### src/rtl/conv_pkg.sv
// Shared definitions for the convolution output path: widths, pooling FSM
// states and the shift-and-saturate helper used by the output stages.
package conv_pkg;

    localparam int DATA_WIDTH_X = 8;
    localparam int DATA_WIDTH_F = 8;
    localparam int IN_WIDTH     = DATA_WIDTH_X + DATA_WIDTH_F + 2;

    typedef enum logic {
        IDLE  = 1'b0,
        ACCUM = 1'b1
    } pool_state_t;

    // The caller passes a non-negative value. The result is clamped to the
    // largest value that fits in out_width unsigned bits.
    function automatic logic [31:0] sat_scale(input logic [31:0] m,
                                              input int          shift,
                                              input int          out_width);
        logic [31:0] v;
        logic [31:0] lim;
        v   = m >> shift;
        lim = (32'd1 << out_width) - 32'd1;
        return (v > lim) ? lim : v;
    endfunction

endpackage

### src/rtl/fifo_2deep.sv
// Two-entry in-order buffer. Count, head and pointers are all registered.
// The caller must not push when the buffer is full or pop when it is empty.
module fifo_2deep #(
    parameter int WIDTH = 8
) (
    input  logic             clk,
    input  logic             reset,
    input  logic             push,
    input  logic [WIDTH-1:0] push_data,
    input  logic             pop,
    output logic [WIDTH-1:0] head,
    output logic [1:0]       count
);

    logic [WIDTH-1:0] mem [0:1];
    logic             wr_ptr;
    logic             rd_ptr;

    always_ff @(posedge clk or negedge reset) begin
        if (!reset) begin
            mem[0] <= '0;
            mem[1] <= '0;
            wr_ptr <= 1'b0;
            rd_ptr <= 1'b0;
            count  <= 2'd0;
        end else begin
            if (push) begin
                mem[wr_ptr] <= push_data;
                wr_ptr      <= ~wr_ptr;
            end
            if (pop) begin
                rd_ptr <= ~rd_ptr;
            end
            case ({push, pop})
                2'b10:   count <= count + 2'd1;
                2'b01:   count <= count - 2'd1;
                default: count <= count;
            endcase
        end
    end

    assign head = mem[rd_ptr];

endmodule

### src/rtl/relu_pool_out.sv
// ReLU, per-frame non-overlapping max-pooling, then shift-and-saturate to an
// unsigned byte. Results leave through a 2-entry buffer.
module relu_pool_out #(
    parameter int IN_WIDTH  = conv_pkg::IN_WIDTH,
    parameter int OUT_WIDTH = 8,
    parameter int NUM_IN    = 5,
    parameter int POOL      = 2,
    parameter int SHIFT     = 4
) (
    input  logic                 clk,
    input  logic                 reset,
    input  logic                 s_valid_y,
    output logic                 s_ready_y,
    input  logic [IN_WIDTH-1:0]  s_data_in_y,
    output logic                 m_valid_z,
    input  logic                 m_ready_z,
    output logic [OUT_WIDTH-1:0] m_data_out_z
);

    import conv_pkg::*;

    localparam int IN_CW  = (NUM_IN > 1) ? $clog2(NUM_IN) : 1;
    localparam int WIN_CW = (POOL > 1) ? $clog2(POOL) : 1;

    // Handshakes: a beat moves on an edge where valid && ready are both high.
    // s_ready_y depends on registered state only, so it never follows m_ready_z.

    pool_state_t          state_q, state_d;
    logic [IN_WIDTH-1:0]  max_q, max_d;
    logic [IN_CW-1:0]     in_cnt, in_d;
    logic [WIN_CW-1:0]    win_cnt, win_d;
    logic                 rdy_q;
    logic [1:0]           fifo_count;
    logic [IN_WIDTH-1:0]  r;
    logic [IN_WIDTH-1:0]  merged;
    logic                 accept;
    logic                 closing;
    logic                 frame_end;
    logic                 push;
    logic                 pop;
    logic [OUT_WIDTH-1:0] push_data;

    assign s_ready_y = rdy_q && (fifo_count != 2'd2);
    assign accept    = s_valid_y && s_ready_y;
    assign r         = s_data_in_y[IN_WIDTH-1] ? '0 : s_data_in_y;
    assign merged    = ((state_q == ACCUM) && (max_q > r)) ? max_q : r;
    assign frame_end = (in_cnt == IN_CW'(NUM_IN - 1));
    assign closing   = (win_cnt == WIN_CW'(POOL - 1)) || frame_end;
    assign push_data = OUT_WIDTH'(sat_scale(32'(merged), SHIFT, OUT_WIDTH));

    always_ff @(posedge clk or negedge reset) begin
        if (!reset) begin
            state_q <= IDLE;
            max_q   <= '0;
            in_cnt  <= '0;
            win_cnt <= '0;
            rdy_q   <= 1'b0;
        end else begin
            state_q <= state_d;
            max_q   <= max_d;
            in_cnt  <= in_d;
            win_cnt <= win_d;
            rdy_q   <= 1'b1;
        end
    end

    always_comb begin
        state_d = state_q;
        max_d   = max_q;
        in_d    = in_cnt;
        win_d   = win_cnt;
        push    = 1'b0;
        if (accept) begin
            if (closing) begin
                push    = 1'b1;
                state_d = IDLE;
                win_d   = '0;
                in_d    = frame_end ? '0 : in_cnt + IN_CW'(1);
            end else begin
                state_d = ACCUM;
                max_d   = merged;
                win_d   = win_cnt + WIN_CW'(1);
                in_d    = in_cnt + IN_CW'(1);
            end
        end
    end

    assign m_valid_z = (fifo_count != 2'd0);
    assign pop       = m_valid_z && m_ready_z;

    fifo_2deep #(
        .WIDTH(OUT_WIDTH)
    ) u_fifo (
        .clk      (clk),
        .reset    (reset),
        .push     (push),
        .push_data(push_data),
        .pop      (pop),
        .head     (m_data_out_z),
        .count    (fifo_count)
    );

endmodule

### config.mk
export PLATFORM = sky130hd
export DESIGN_NAME = relu_pool_out
export DESIGN_NICKNAME = d
export VERILOG_FILES = /design/src/rtl/conv_pkg.sv /design/src/rtl/fifo_2deep.sv /design/src/rtl/relu_pool_out.sv
export SDC_FILE = /design/constraint.sdc
export NUM_CORES = 1
export LEC_CHECK = 0
export CAP_MARGIN = 10
export CELL_PAD_IN_SITES_DETAIL_PLACEMENT = 0
export CELL_PAD_IN_SITES_GLOBAL_PLACEMENT = 1
export CORE_MARGIN = 2
export CORE_UTILIZATION = 25
export CTS_BUF_LIST = sky130_fd_sc_hd__clkbuf_4
export DETAILED_ROUTE_END_ITERATION = 8
export GPL_ROUTABILITY_DRIVEN = 0
export PLACE_DENSITY_LB_ADDON = 0.1
export REMOVE_ABC_BUFFERS = 1
export SETUP_SLACK_MARGIN = 0.4
export SYNTH_ARGS = -nofsm -noshare
export SYNTH_HDL_FRONTEND = slang
export SYNTH_HIERARCHICAL = 1
export SYNTH_SLANG_ARGS = --single-unit
### constraint.sdc
create_clock -name clk -period 6.7 [get_ports clk]
set_clock_uncertainty 0.2 [all_clocks]
set_input_delay 1.005 -clock clk [delete_from_list [all_inputs] [get_ports clk]]
set_output_delay 1.005 -clock clk [all_outputs]
set_load 0.01 [all_outputs]
* Word level (Yosys, flattened, before mapping)
Index checks and enable logic that the tools add are counted.
** Operators by class
- Add/subtract/negate cells :: 4
- Magnitude comparators :: 5
- Equal/unequal tests :: 4
- Mux-type cells :: 16
- Bitwise gates (word level) :: 6
- Reduce and logical (&&, ||, !) cells :: 10
** Operators with widths (number)
- 2-to-1 mux 8 bit :: 5
- > comparator 18 x 17 -> 1 bit :: 1
- 2-to-1 mux 18 bit :: 1
- 2-to-1 mux 17 bit :: 1
- bitwise mux 16 bit :: 1
- > comparator 14 x 8 -> 1 bit (second input constant) :: 1
- demux 8 bit (select 1 bit) :: 1
- 2-to-1 mux 3 bit :: 2
- logical AND 1 bit :: 5
- greater-or-equal comparator 2 bit (second input constant) :: 2
- 2-to-1 mux 1 bit :: 4
- NOT 1 bit :: 4
- NOT 1 -> 2 bit :: 2
- one-hot mux 2 bit (2 select lines) :: 1
- nonzero test 2 bit :: 2
- adder 3 x 1 -> 3 bit (second input constant) :: 1
- == test 3 bit (second input constant) :: 1
- AND reduction 3 bit :: 1
- adder 2 x 1 -> 2 bit (second input constant) :: 1
- == test 2 x 1 -> 1 bit (second input constant) :: 1
- == test 2 bit (second input constant) :: 1
- less-than comparator 2 x 1 -> 1 bit (second input constant) :: 1
- != test 2 bit (second input constant) :: 1
- AND reduction 2 bit :: 1
- 3 further kinds :: 3
** Storage, ports and cells
- Register bits after elaboration :: 44
- Input port bits :: 22

* Longest topological paths before layout
Gate-level depths: netlist (run 1).
- Depth after elaboration :: 7
- Gate-level depth with buffers :: 12
- Depth with buffers taken out :: 9

* Modules after synthesis
Netlist (run 1), hierarchy kept.
** By module, submodules not included
- relu_pool_out :: instances 1, cells an instance 197, area an instance 1716.6 µm², sequential area each 575.6 µm²
- fifo_2deep :: instances 1, cells an instance 55, area an instance 857.1 µm², sequential area each 500.5 µm²

* Least setup slack after synthesis (run 1)
OpenSTA, ideal clock, no wires.
- Path kind :: input -> register
- From :: in s_data_in_y[17]
- To :: reg u_fifo/mem[10] (netlist bit)
- Library setup time :: 0.125 ns
- Data arrival time :: 3.515 ns
- Setup slack :: 2.860 ns
- Stages on the path :: 12
- Cell sequence :: clkbuf_1 clkbuf_1 nor2b_1 inv_1 ha_1 a21oi_2 a21boi_1 o31a_1 or4_1 buf_2 o221a_1 mux2_2
** Between the ends
- Cells in the longest elaborated chain, start to end :: 7
** Ends and longest elaborated chain
- start: declaration :: line relu_pool_out.sv:14 : input logic [IN_WIDTH-1:0] s_data_in_y,
- 2-to-1 mux 17 bit (*) :: line relu_pool_out.sv:45 : assign r = s_data_in_y[IN_WIDTH-1] ? '0 : s_data_in_y;
- > comparator 18 x 17 -> 1 bit :: line relu_pool_out.sv:46 : assign merged = ((state_q == ACCUM) && (max_q > r)) ? max_q : r;
- logical AND 1 bit :: line relu_pool_out.sv:46
- 2-to-1 mux 18 bit (*) :: line relu_pool_out.sv:46
- > comparator 14 x 8 -> 1 bit :: line conv_pkg.sv:23 : return (v > lim) ? lim : v;
- 2-to-1 mux 8 bit (*) :: line conv_pkg.sv:23
- named net push_data[2] :: line relu_pool_out.sv:41 : logic [OUT_WIDTH-1:0] push_data;
- bitwise mux 16 bit (*) :: line fifo_2deep.sv:28 : mem[wr_ptr] <= push_data;
- end signal: indexed assignment :: line fifo_2deep.sv:28
- end: declaration :: line fifo_2deep.sv:15 : logic [WIDTH-1:0] mem [0:1];
The timed path passes the listed nets; every way through them passes the cells marked *.
A chain may end at the register's enable or synchronous reset.

* Final worst setup path (run 1)
- From :: in s_data_in_y[17]
- To :: reg u_fifo/mem[9] (netlist bit)
The elaborated chain is that of the path after synthesis.

==> results of run 1 <==
[per-stage QoR]
| stage | cells | total power, mW | setup slack [ns] |
|---|---|---|---|
| global placement | 412 | 1.08 | 1.87 |
| detailed placement | 412 | 1.08 | 1.80 |
| floorplan | 243 | 0.859 | 2.71 |
| CTS | 420 | 1.23 | 2.22 |
| global route | 420 | 1.33 | 2.03 |
| finish | 420 | 1.20 | 2.30 |
[cells in the mapped netlist, drive strengths merged]
master   number
dfrtp        43
mux2         26
nand2        24
ha           20
o21ai        18
nor2         16
inv          14
nand2b        9
nor2b         9
nor3          9
a21oi         8
mux2i         8
o221a         8
clkbuf        6
a21boi        3
buf           3
xor2          3
a211oi        2
a21o          2
and2          2
nand3         2
nand4         2
nor4          2
o21a          2
xnor2         2
conb          1
nand3b        1
nand4b        1
o2111ai       1
o31a          1
o31ai         1
or2           1
or2b          1
or4           1
[worst min-delay path by stage]
| stage | start | slack (ns) | end |
|---|---|---|---|
| final | u_fifo/count[1] | 0.30 | u_fifo/count[1] |
| after global routing | u_fifo/count[1] | 0.34 | u_fifo/count[1] |
| after CTS | u_fifo/count[1] | 0.30 | u_fifo/count[1] |
| after detailed placement | u_fifo/count[1] | 0.28 | u_fifo/count[1] |
| after global placement | max_q[2] | 0.28 | max_q[2] |
| after floorplan | u_fifo/count[1] | 0.26 | u_fifo/count[1] |
[power breakdown]
| part | internal, mW | leakage, nW | switching [mW] |
|---|---|---|---|
| sequential | 0.373 | 0.535 | 0.0917 |
| clock | 0.0448 | 0.0317 | 0.0935 |
| combinational | 0.321 | 0.741 | 0.277 |
[metal layers]
metal	track usage, %	vias up	wire length (microns)
met2	19.4	36	2770
li1	-	948	-
met1	15.7	900	2920
met5	0	-	0
met3	2.35	5	192
met4	2.86	0	70
[critical path: cells and delay by family]
family	cells	cell delay, ns
muxes	1	0.27
adders and majority gates	1	0.30
and+or+nand+nor	3	1.09
buffers and inverters	2	0.87
AOI/OAI and AO/OA	3	0.90
[layout make-up]
type                       instances  share of cell area (%)
multi-input combinational        186                    45.6
sequential                        43                    34.9
timing repair buffer              33                    10.4
tap                              136                    5.52
inverter                          14                    1.70
clock buffer                       6                    1.46
clock inverter                     2                   0.406
[sequential cells by signal, indices dropped and copies added (netlist names)]
| register | count |
|---|---|
| in_cnt | 3 |
| u_fifo/mem | 16 |
| max_q | 18 |
| state_q | 1 |
| u_fifo/rd_ptr | 1 |
| rdy_q | 1 |
| u_fifo/count | 2 |
| u_fifo/wr_ptr | 1 |
[cell families (layout without fill, tap and decap cells)]
logic type,Yosys count,count (layout),share of synthesized area (%)
fa+ha+maj,20,20,9.72
buf+inv,23,55,3.55
xor+xnor,5,5,1.70
other cells,1,1,0.146
flops,43,43,41.8
compound gates,46,46,12.9
mux,34,34,14.5
simple gates,80,80,15.7
==> results.tsv, run 1 <==
metric	value	unit
cp.required	6.76	ns
grt_usage	11.8	%
synth_area_leader_cell	dfrtp_1	
rrSetupSlack	3.72	ns
final_cell_mix	dfrtp_1 (43), clkdlybuf4s50_1 (30), mux2_2 (26), nand2_1 (23), ha_1 (20)	
cap_violations	0	
rsz0062_at_grt	no	
final_antenna_net_count	0	
multi_input_area	1410	sq um
powerDensity	390	nW/um^2
crit_type	in2reg	
final_common_cell	dfrtp_1	
crit_path_start	s_data_in_y[17]	
hold_buffers	0	
synth_cells	252	
ir_worst_vdd	0.0990	mV
ys_top_cells_by_area	dfrtp_1 (42%), mux2_2 (11%), ha_1 (9.7%)	
io_buffer_count	31	
cts_tree	done	
core	10100	sq um
cts_resized	0	
synth_area	2570	sq um
cts.clk_slew.worst_paths	0.14	ns
path_max_fanout	18	
crit_arrival	4.46	ns
drive_gt1_share	16.2	%
die_w	105	microns
r2r_end	u_fifo/mem[9]	
vias	1889	
p_leak	1.31	nW
worstSetupStartpointType	input pin	
start_util	25.4	%
hold_ws	0.302	ns
pin_count	32	
synth_top_area_share	41.8	%
drt_iter0_markers	39	
area_growth	19.8	%
max_stage_delay	0.78	ns
cts_setup_buffers	0	
tns	0	ns
crit_chain	clkdlybuf4s50_1, nor2b_1, inv_1, ha_1, a21oi_1, o21a_1, nor2_1, or4_1, o221a_1, mux2_2	
via_per_inst	4.50	
hold_path_class	reg2reg	
endpoint_kind	flop	
finalCritPeriodShare	65.6	%
dpl.hpwl	4170	microns
setup.worst_path.end	u_fifo/mem[9]	
ys_seq_area_share	41.8	%
ys_ff_latch	43	
slew_headroom	29.6	%
hold_path_depth	1	
routedWlPerCell	14.2	microns
worst_slew_pin_slew	1.06	ns
fin_crit	4.40	ns
reg2reg_depth	7	
layout.nets	325	
drv_slew	0	
cts.htree.levels	2	
grt_start_max_net_pins	44	
cts_sinks	43	
die_y	105	microns
grt_pass1_vias	1953	
setup_violations	0	
finish.utilization	30.4	%
clkLatencyLatePin	0.36	ns
numCtsBuffers	5	
globalRouteOverflowTotal	0	
drt_wl_total	5960	microns
slowest_stage	clkdlybuf4s50_1	
ys_warn_count	6	
synth_cell_types	41	
final-hold-violation-count	0	
diodes	0	
fillerInstances	1082	
fin_area	3080	sq um
post_dp_cell_area	3030	sq um
firstDrtPassIters	4	
clockBufferDepth	2	
drc	0	
rows	37	
dieArea	11100	sq um
seq_area	1080	sq um
avgSynthCellArea	10.2	sq um
max_freq	227	MHz
grt_pass1_wl	10300	microns
antenna_found_initial	0	
status	complete, no violations	
r2r_start	max_q[11]	
ctsRootBufferMaster	clkbuf_4	
(Power assumes the default switching activity.)
==> run 2, diff against run 1 <==
Clock period 6.7 ns to 3.95 ns, I/O delays scaled along.
==> results.tsv, run 2 (synthesis results as in run 1) <==
metric	value	unit	change
p_leak	1.37	nW	+4.7%
worstSetupStartpointType	input pin		
endpoint_kind	flop		
area_growth	23.7	%	
cap_violations	0		unchanged
layout.nets	337		+3.7%
clockPowerShare	11.2	%	-0.3 points
core	10100	sq um	unchanged
largest_register_ffs	18		unchanged
antenna_found_initial	0		unchanged
pin_count	32		unchanged
tns	0	ns	unchanged
final_cell_mix	dfrtp_1 (43), clkdlybuf4s50_1 (30), mux2_2 (26), nand2_1 (23), ha_1 (20)		
ir_worst_vdd	0.162	mV	+63%
io_buffer_count	31		unchanged
cts_sinks	43		unchanged
crit_arrival	3.42	ns	-1.04 ns
power.share.combinational	50.4	%	+0.6 points
via_per_inst	4.36		-3.1%
worst_slew_pin_slew	1.02	ns	-0.0324 ns
firstDrtPassIters	4		unchanged
cts_tree	done		
hold_buffers	0		unchanged
die_w	105	microns	unchanged
start_util	25.4	%	unchanged
ctsRootBufferMaster	clkbuf_4		
dieArea	11100	sq um	unchanged
slew_headroom	31.8	%	+2.2 points
setup_violations	0		unchanged
cp.required	4.01	ns	-2.75 ns
final-hold-violation-count	0		unchanged
path_max_fanout	11		-7
regMostFlops	max_q		
swShare	38.1	%	-0.40 points
hold_path_class	in2async		
grt_usage	11.1	%	-0.63 points
numCtsBuffers	5		unchanged
globalRouteOverflowTotal	0		unchanged
drv_slew	0		unchanged
p_sw	0.788	mW	+70%
intPower	1.28	mW	+73%
drive_gt1_share	20.3	%	+4.1 points
die_y	105	microns	unchanged
top_regs	max_q (18), u_fifo/mem (16), in_cnt (3)		
diodes	0		unchanged
drt_iter0_markers	50		+28%
rsz0062_at_grt	no		
seqPwrFrac	38.4	%	-0.3 points
drt_wl_total	5950	microns	about the same
final_common_cell	dfrtp_1		
status	complete, no violations		
drc	0		unchanged
rows	37		unchanged
final_antenna_net_count	0		unchanged
grt_start_max_net_pins	44		unchanged
grt_pass1_vias	1843		-5.6%
powerDensity	650	nW/um^2	+67%
fin_crit	3.36	ns	
max_freq	297	MHz	
finalCritPeriodShare	85.1	%	
vias	1883		-0.32%
clkLatencyLatePin	0.35	ns	about the same
grt_pass1_wl	9670	microns	-5.8%
crit_type	in2reg		
cts.htree.levels	2		unchanged
routedWlPerCell	13.8	microns	-2.8%
total_power	2.07	mW	+72%
dpl.hpwl	4460	microns	+6.8%
clockBufferDepth	2		unchanged
cts.clk_slew.worst_paths	0.14	ns	about the same
-- run 2: changes by cell type in the layout (fill, tap and decap cells not counted), sizes merged --
cell  delta
buf     +12
-- run 2: timing repair --
action | 4_1_cts | 5_1_grt
endpoints found under the setup margin | 0 | 16
setup buffers | 0 | 0
gates resized for setup | 0 | 2
-- run 2: final cells by class --
cell class	instances	area [sq um]
well taps	136	170
flip-flops and latches	43	1080
inverters	14	52.6
clock buffers	6	45.0
multi-input cells	186	1420
clock inverters	2	12.5
fillers	1067	6960
repair buffers	45	410
-- run 2: metal layers --
| layer | up-vias | part of all wire [%] | GRT usage [%] | routed length [microns] |
|---|---|---|---|---|
| met4 | 0 | 1.0 | 3.14 | 62 |
| met5 | - | 0 | 0 | 0 |
| li1 | 972 | - | - | - |
| met2 | 26 | 44 | 17.3 | 2650 |
| met3 | 7 | 2.5 | 2.23 | 151 |
| met1 | 878 | 52 | 15.6 | 3100 |
-- run 2: through the flow --
| stage | setup WS, ns | cell area, sq um | instances | util (%) | hold slack (ns) |
|---|---|---|---|---|---|
| after floorplan | 0.372 | 2530 | 243 | - | 0.0969 |
| after global placement | 0.0448 | 3120 | 424 | 30.7 | 0.275 |
| after detailed placement | 0.0359 | 3120 | 424 | 30.7 | 0.282 |
| after CTS | 0.443 | 3170 | 432 | 31.3 | 0.238 |
| after global routing | 0.394 | 3180 | 432 | 31.4 | 0.280 |
| final | 0.588 | 3180 | 432 | 31.4 | 0.196 |
-- run 2: worst max-delay path, cell delays in order --
cell and delay, ns:
clkdlybuf4s50_1 0.42, buf_4 0.18, nor2b_1 0.15, inv_1 0.07, ha_1 0.31, a21oi_2 0.12, a21boi_1 0.08, o31a_1 0.31
or4_4 0.62, o221a_1 0.30, mux2_2 0.27
-- run 2: power groups by stage --
stage          registers, mW  logic, mW  clock network (mW)
4_1_cts                0.798       1.06               0.251
3_5_place_dp           0.810       1.05                   0
5_1_grt                0.826       1.17               0.268
2_1_floorplan          0.755      0.702                   0
3_3_place_gp           0.807       1.04                   0
6_report               0.794       1.04               0.231
-- run 2: final timing paths --
path	start	to	slack, ns	depth (start not counted)
hold reg to reg	u_fifo/count[1]	u_fifo/count[1]	0.30	1
hold / removal	reset	u_fifo/mem[4]	0.20	1
min in group clk	u_fifo/count[1]	u_fifo/count[1]	0.30	1
max in group asynchronous	reset	max_q[13]	2.72	1
setup / recovery	s_data_in_y[17]	u_fifo/mem[4]	0.59	11
setup reg to reg	max_q[4]	u_fifo/mem[4]	1.15	7
